[config.mk]
export PLATFORM = sky130hd
export DESIGN_NAME = n_bit_up_counter
export DESIGN_NICKNAME = d
export VERILOG_FILES = /design/src/rtl/counter_pkg.sv /design/src/rtl/n_bit_up_counter.sv
export SDC_FILE = /design/constraint.sdc
export NUM_CORES = 1
export LEC_CHECK = 0
export BUFFER_PORTS_ARGS = -buffer_cell sky130_fd_sc_hd__buf_2
export CAP_MARGIN = 20
export CELL_PAD_IN_SITES_DETAIL_PLACEMENT = 1
export CELL_PAD_IN_SITES_GLOBAL_PLACEMENT = 1
export CORE_AREA = 3 3 40 42
export DETAILED_ROUTE_END_ITERATION = 8
export DIE_AREA = 0 0 43 45
export GPL_TIMING_DRIVEN = 0
export HOLD_SLACK_MARGIN = 0.15
export PLACE_DENSITY_LB_ADDON = 0.1
export SLEW_MARGIN = 20
export SYNTH_ARGS = -nofsm -noshare
export SYNTH_HDL_FRONTEND = slang
export SYNTH_SLANG_ARGS = --single-unit
[constraint.sdc]
create_clock -name clk -period 3.9 [get_ports clk]
set_clock_uncertainty 0.15 [all_clocks]
set_input_delay 0.195 -clock clk [delete_from_list [all_inputs] [get_ports clk]]
set_output_delay 0.195 -clock clk [all_outputs]
set_load 0.01 [all_outputs]
[src/rtl/counter_pkg.sv]
// Shared definitions for the counter family.
// State encoding is common to the up and down counters.
package counter_pkg;

    typedef enum logic {
        IDLE = 1'b0,
        RUN  = 1'b1
    } state_t;

endpackage

[src/rtl/n_bit_up_counter.sv]
// N-bit up counter with start/stop, preset load,
// captured terminal count and optional auto-reload.
module n_bit_up_counter
    import counter_pkg::*;
#(
    parameter int N = 3
) (
    input  logic         clk,
    input  logic         rst,
    input  logic         start,
    input  logic         stop,
    input  logic         load_en,
    input  logic [N-1:0] load_val,
    input  logic [N-1:0] limit,
    input  logic         auto_reload,
    output logic [N-1:0] count_out,
    output logic         done,
    output logic         busy
);

    state_t       state;
    logic [N-1:0] limit_q;

    assign busy = (state == RUN);

    always_ff @(posedge clk or posedge rst) begin
        if (rst) begin
            state     <= IDLE;
            count_out <= '0;
            limit_q   <= '0;
            done      <= 1'b0;
        end else begin
            done <= 1'b0;
            unique case (state)
                IDLE: begin
                    if (start) begin
                        state   <= RUN;
                        limit_q <= limit;
                    end else if (load_en) begin
                        count_out <= load_val;
                    end
                end
                RUN: begin
                    // stop outranks the terminal compare
                    if (stop) begin
                        state <= IDLE;
                    end else if (count_out == limit_q) begin
                        count_out <= '0;
                        done      <= 1'b1;
                        if (!auto_reload) begin
                            state <= IDLE;
                        end
                    end else begin
                        count_out <= count_out + N'(1);
                    end
                end
                default: state <= IDLE;
            endcase
        end
    end

endmodule

# Yosys cells after proc, flatten, opt, wreduce, memory -nomap -nowiden
# Cells that the tools add are included.
totals:
  regBits: 8
  out_inout_bits: 5
op_classes:
  n_addsub: 1
  n_eq_ne: 4
  n_mux: 13
  bitwise: 1
  reduce_logical: 2
op_table:
  columns: ["cell", "n"]
  rows:
  - ["2-to-1 mux 3 bit", 4]
  - ["2-to-1 mux 1 bit", 7]
  - ["inequality test 2 bit, second input constant", 3]
  - ["case mux 3 bit (2 select lines)", 1]
  - ["adder 3 x 1 -> 3 bit, second input constant", 1]
  - ["equality test 3 bit", 1]
  - ["AND reduction 3 bit", 1]
  - ["case mux 1 bit (2 select lines)", 1]
  - ["AND reduction 2 bit", 1]
  - ["inverter 1 bit", 1]

# Longest topological paths before layout
# Gate-level depths: netlist of the first run.
depth:
  ltp_word: 4
  mapped_depth: 4
  depth_no_buf: 4

# Least setup slack after synthesis of the first run
# No wires, ideal clock.
synth_timing:
  path_type: "register -> register"
  startpoint: "reg count_out[2]"
  endpoint: "reg count_out[2]"
  setup_ns: 0.134
  arrival_ns: 1.051
  required_ns: 3.616
  path_slack_ns: 2.565
  stages_incl_launch_ff: 4
  synth_period_minus_slack_ns: 1.335
  cell_sequence: "dfrtp_1 -> xor2_2 -> o311ai_0 -> nand3_1"
synth_via:
  elab_chain_len: 4
  word_cells_on_any_way: 5
synth_lines:
  columns: ["item", "line_no", "rtl"]
  rows:
  - ["start: declaration", "n_bit_up_counter.sv:16", "output logic [N-1:0] count_out,"]
  - ["start signal: assignment", "n_bit_up_counter.sv:40", "count_out <= load_val;"]
  - ["start signal: assignment", "n_bit_up_counter.sv:54", "count_out <= count_out + N'(1);"]
  - ["adder 3 x 1 -> 3 bit / equality test 3 bit (equally long branches)", "n_bit_up_counter.sv:54, n_bit_up_counter.sv:47", null]
  - ["2-to-1 mux 3 bit *", "n_bit_up_counter.sv:47", "end else if (count_out == limit_q) begin"]
  - ["2-to-1 mux 3 bit *", "n_bit_up_counter.sv:45", "if (stop) begin"]
  - ["case mux 3 bit (2 select lines) *", "n_bit_up_counter.sv:34", "unique case (state)"]
# Mark *: on every way between the ends. The rest lies on a longest branch, timed or not. The select of a mux whose other input is x is not followed.
# A chain may end at the register's enable or synchronous reset.

# Worst setup path in the final report of the first run
# Same ends and word-level chain as after synthesis.

==> qor.txt, run 1 <==
hold depth = 3
Syn-to-layout area delta = 40.2%
ratio of cells with drive above 1 in the final layout = 39.7%
most crowded layer after global routing = met2
Yosys reg bits = 8
core area = 1280 um2
startpoint types = flip-flop
Tcrit/Tclk final = 35.6%
max_slew headroom = 80.1%
hold-fix buffers at CTS = 7
Final ANT Viol Nets = 0
Vias = 418
Yosys top cell by area = dfrtp_1
Yosys top cell area share = 42.0%
EDFF count, synth = 0
die height = 45 um
Worst-Margin Slew = 0.295 ns
top cells by count, synth = 8 x dfrtp_1, 3 x a31oi_1, 3 x mux2_2, 3 x nand2b_1, 3 x xor2_2
fin nets = 83
ranking of synthesized cells by area = dfrtp_1 42%, xor2_2 10%, mux2_2 7.1%
post-CTS sizing = 0
run status = finished clean
Max Cap Viol = 0
Pwr Density = 627 nW/um2
Worst Setup End Kind = flip-flop
number of diodes = 0
CTS Root Buffer Type = clkbuf_4
Yosys Warn Count = 0
hpwl dp = 845 um
setup bufs post-CTS = 0
Synth cell types = 22
Initial DRT Pass Iterations = 2
clock tree buffer depth = 2
global route overflow = 0
Synth Net Count = 55
unrepaired setup endpoints after global routing = false
CTS Sinks = 8
Peak VDD IR = 0.250 mV
Worst EP arrival = 1.36 ns
io pins = 17
worst-path maximum fanout = 6
endpoints failing hold = 0
leak pwr = 0.305 nW
DIE AREA = 1940 um2
Seq/Total Area, Yosys = 42.0%
R2R depth = 3
row count = 13
chip width = 43 um
Post-Synthesis Cells = 42
drc violations = 0
cts bufs inserted = 3
Initial Util = 37.1%
main flop type after synthesis = dfrtp_1
synthesized area = 477 um2
Worst Hold Class = in2reg
final wirelength = 1.11 mm
initial DRC count = 6
syn avg cell area = 11.4 um2
asr flop ratio synth = 100%
clock insertion delay at the later pin of the skew report = 0.25 ns
Max Slew Vio Count = 0
met1 Track Usage GR = 15.0%
cell with the most instances after synthesis = dfrtp_1
largest net degree at the start of global routing = 11
Worst-path clk slew = 0.05 ns
fmax = 719 MHz
setup TNS = 0 ns
vias in the first global route = 443
H-Tree Depth = 1
Tot GR Track Use = 14.0%
DR vias/cell = 5.04
met3 global-route usage = 2.39%
drt wl/cell = 13.4 um
met2 usage = 25.4%
gp weighted congestion = 0.718
Critical Path RT = 3.87 ns
PortBufs = 16
initial antenna violation count = 0
minimum clock period = 1.39 ns
CP Class = reg2reg
global-route wire length before repair = 1.90 mm
final setup violating endpoints = 0
Setup Slack @ Placement = 2.48 ns
Setup WS post-layout = 2.51 ns
CTS tree = yes
==> flip-flops by register name (all words and copies together) (netlist names) <==
register	count
busy	1
done	1
limit_q	3
count_out	3
==> placed cells by master (no fill, tap or decap) <==
| cell type | n |
|---|---|
| o21bai_1 | 1 |
| dlygate4sd3_1 | 7 |
| nand3_1 | 1 |
| nand2b_1 | 3 |
| inv_1 | 2 |
| nor4bb_1 | 1 |
| or3b_1 | 1 |
| o311ai_1 | 2 |
| nor3_1 | 2 |
| and4bb_2 | 1 |
| and2b_1 | 1 |
| o31ai_1 | 1 |
| mux2_2 | 3 |
| clkbuf_4 | 3 |
| ha_1 | 1 |
| nor4_1 | 2 |
| dfrtp_1 | 8 |
| a31oi_1 | 3 |
| xor2_2 | 3 |
| nand2_1 | 1 |
| nor3b_1 | 1 |
| o311ai_0 | 1 |
| buf_2 | 17 |
| nor2b_1 | 2 |
==> area by class of cell <==
class,count,area [um2]
Tap cell,15,18.8
Multi-Input combinational cell,31,264
Timing Repair Buffer,23,150
Fill cell,148,617
Clock buffer,3,22.5
Inverter,2,7.51
Buffer,1,5.00
Sequential cell,8,200
==> worst paths after layout <==
kind	slack [ns]	start	endpoint
max	2.51	count_out[2]$_DFFE_PP0P_	count_out[2]$_DFFE_PP0P_
max reg2reg	2.51	count_out[2]$_DFFE_PP0P_	count_out[2]$_DFFE_PP0P_
min in group asynchronous	0.28	rst	count_out[1]$_DFFE_PP0P_
max in group asynchronous	3.10	rst	done$_DFF_PP0_
min	0.19	stop	done$_DFF_PP0_
min reg2reg	0.42	limit_q[1]$_DFFE_PP0P_	limit_q[1]$_DFFE_PP0P_
==> power breakdown <==
part           internal [W]  total [W]  switching, W
Clock             0.0000350  0.0000602     0.0000252
Sequential         0.000116   0.000158     0.0000424
Combinational     0.0000931   0.000201      0.000108
Total              0.000244   0.000419      0.000175
==> cells by family after synthesis <==
group	synth area share (%)
flip-flops	42.0
multiplexers	7.09
buffers and inverters	2.62
adder cells (fa/ha/maj)	2.62
XOR/XNOR	10.2
AO/OA/AOI/OAI	12.6
AND/OR/NAND/NOR	22.8
==> metrics by stage <==
stage               utilization (%)  cells  hold slack, ns  instance area [um2]  total power, W
finish                         52.0     83           0.187                  668        0.000419
global route                   52.0     83           0.199                  668        0.000460
CTS                            52.0     83           0.180                  668        0.000428
detailed placement             44.8     73        -0.00563                  576        0.000360
global placement               44.8     73        -0.00503                  576        0.000355
floorplan                         -     42          -0.139                  477        0.000295
==> critical path: stages, from the launching register on <==
cell	delay, ns
dfrtp_1	0.44
xor2_2	0.20
o311ai_0	0.34
nand3_1	0.13
==> metal layers <==
layer  vias up  share of wire, %
met3         2               2.2
met1       194                41
li1        214                 -
met5         -                 0
met4         0               1.3
met2         8                55
Power figures use the tool's default switching activity.
==> run 2: changes to the inputs <==
Settings changed: CORE_AREA 3 3 40 42 to not set, CORE_MARGIN set to 3, CORE_UTILIZATION set to 34, DIE_AREA 0 0 43 45 to not set.
Clock period 3.9 ns to 1.4 ns, I/O delays scaled along.
==> run 2 against run 1 <==
Compared with the run above:
- flip-flop and latch count stayed put
- final area rose by 28%
- via count rose by 12%
- setup slack worse by 2.5 ns
- die area shrank 2.5%
- critical path depth is the same
- sequential share of layout area shrank 5.6 points
- count of clock-buffer cells in the layout is the same
- non-clock buffer count grew 5
- clock power grew to 3.0 times the previous value
- critical path type unchanged
==> qor.txt, run 2 (synthesis gave the netlist of run 1 again) <==
run status = finished clean
Vias = 470
Tot GR Track Use = 17.9%
Reg2Reg Launch Point = limit_q[2]$_DFFE_PP0P_
vias in the first global route = 507
hold path endpoint = count_out[2]$_DFFE_PP0P_
CTS Root Buffer Type = clkbuf_4
unrepaired setup endpoints after global routing = true
Peak VDD IR = 1.04 mV
Worst EP arrival = 1.37 ns
Pwr Total = 0.00162 W
Largest regs = count_out: 3 flops, limit_q: 3 flops
most common cell after layout, fill and taps aside = buf_2
Tcrit/Tclk final = 99.8%
hold_sp = start
Final Util = 70.9%
cts bufs inserted = 3
final wirelength = 1.62 mm
minimum clock period = 1.40 ns
largest net degree at the start of global routing = 11
Syn-to-layout area delta = 78.7%
drt wl/cell = 18.6 um
DIE AREA = 1890 um2
CP Class = reg2reg
global route overflow = 0
Setup WS post-layout = 0.00237 ns
Worst-Margin Slew = 0.324 ns
Design Area, Final = 852 um2
Initial DRT Pass Iterations = 3
Worst Hold Class = in2reg
Max Slew Vio Count = 0
final setup violating endpoints = 0
worst-path maximum fanout = 6
gp weighted congestion = 0.745
die height = 43.4 um
R2R depth = 3
endpoints failing hold = 0
drc violations = 0
fin nets = 88
Sw Share = 45.4%
Reg power frac = 31.2%
most frequent cells in the layout = 16 x buf_2, 9 x dlygate4sd3_1, 6 x dfrtp_2
Worst-path clk slew = 0.06 ns
Fin Hold WS = 0.118 ns
number of diodes = 0
hpwl dp = 990 um
placed cell area = 574 um2
ratio of cells with drive above 1 in the final layout = 68.5%
Setup Slack @ Placement = -0.0714 ns
H-Tree Depth = 1
Initial Util = 39.7%
Critical-path top delay cell = dfrtp_2
Final ANT Viol Nets = 0
NetSw = 0.000736 W
max incr delay on CP = 0.44 ns
initial DRC count = 4
initial antenna violation count = 0
row count = 12
DR vias/cell = 5.40
Int Power = 0.000886 W
clock tree buffer depth = 2
capturing point of the worst reg2reg path = count_out[0]$_DFFE_PP0P_
io pins = 17
Max Cap Viol = 0
core area = 1200 um2
R2R Setup Slk = 0.002 ns
Clk pwr share = 11.1%
startpoint types = flip-flop
max_slew headroom = 78.4%
Comb pwr share = 57.7%
PortBufs = 16
Worst Setup End Kind = flip-flop
Pwr Density = 1900 nW/um2
clock insertion delay at the later pin of the skew report = 0.25 ns
chip width = 43.4 um
Critical Path RT = 1.37 ns
worst path cell trace = xor2_4 -> o311ai_2 -> a31oi_1
fillers = 124
hold depth = 4
fmax = 715 MHz
leak pwr = 0.350 nW
global-route wire length before repair = 2.44 mm
CTS Sinks = 8
CTS tree = yes
==> run 2: critical path, delay by kind of cell (launching register included) <==
kind | cells | cell delay [ns]
XOR/XNOR | 1 | 0.22
AO/OA/AOI/OAI | 2 | 0.45
flip-flops | 1 | 0.44
==> run 2: layout make-up <==
| type | instances | area [um2] | area share, % |
|---|---|---|---|
| plain buffers | 1 | 11.3 | 1.32 |
| flip-flops and latches | 8 | 208 | 24.4 |
| repair buffers | 28 | 193 | 22.6 |
| inverters | 2 | 7.51 | 0.881 |
| clock buffers | 3 | 22.5 | 2.64 |
| multi-input cells | 31 | 393 | 46.1 |
| well taps | 14 | 17.5 | 2.06 |
==> run 2: worst max path at each step <==
stage | cells after the start | slack [ns] | endpoint | startpoint
6_report | 3 | 0.002 | count_out[0]$_DFFE_PP0P_ | limit_q[2]$_DFFE_PP0P_
5_1_grt | 3 | -0.05 | busy$_DFF_PP0_ | limit_q[2]$_DFFE_PP0P_
4_1_cts | 4 | -0.02 | count_out[0]$_DFFE_PP0P_ | busy$_DFF_PP0_
3_5_place_dp | 3 | -0.07 | count_out[2]$_DFFE_PP0P_ | busy$_DFF_PP0_
3_3_place_gp | 3 | 0.03 | count_out[2]$_DFFE_PP0P_ | count_out[2]$_DFFE_PP0P_
2_1_floorplan | 3 | 0.07 | count_out[2]$_DFFE_PP0P_ | count_out[2]$_DFFE_PP0P_
==> run 2: per-layer routing <==
metal	GRT usage (%)	vias up	wire, um
met5	0	-	0
met3	5.39	0	56
met4	2.41	0	0
met1	19.9	233	704
met2	33.9	15	856
li1	-	222	-
==> run 2: power by group through the flow <==
stage / Sequential (W) / Combinational, W / Clock (W)
3_5_place_dp: 0.000455 / 0.000564 / 0
5_1_grt: 0.000525 / 0.00101 / 0.000207
4_1_cts: 0.000460 / 0.000644 / 0.000184
2_1_floorplan: 0.000453 / 0.000369 / 0
3_3_place_gp: 0.000444 / 0.000532 / 0
6_report: 0.000506 / 0.000936 / 0.000181
==> run 2: metrics by stage <==
step | TNS [ns] | std cells
floorplan | 0 | 42
global placement | 0 | 72
detailed placement | -0.0714 | 72
global route | -0.129 | 87
CTS | -0.0420 | 84
finish | 0 | 87
==> run 2: timing repair <==
item,in CTS,in global routing
hold buffers,8,1
gates resized for setup,8,22
pin swaps,2,6
endpoints found under the hold margin,16,1
setup buffers,1,2
setup endpoints to repair,2,5
gates cloned,0,0
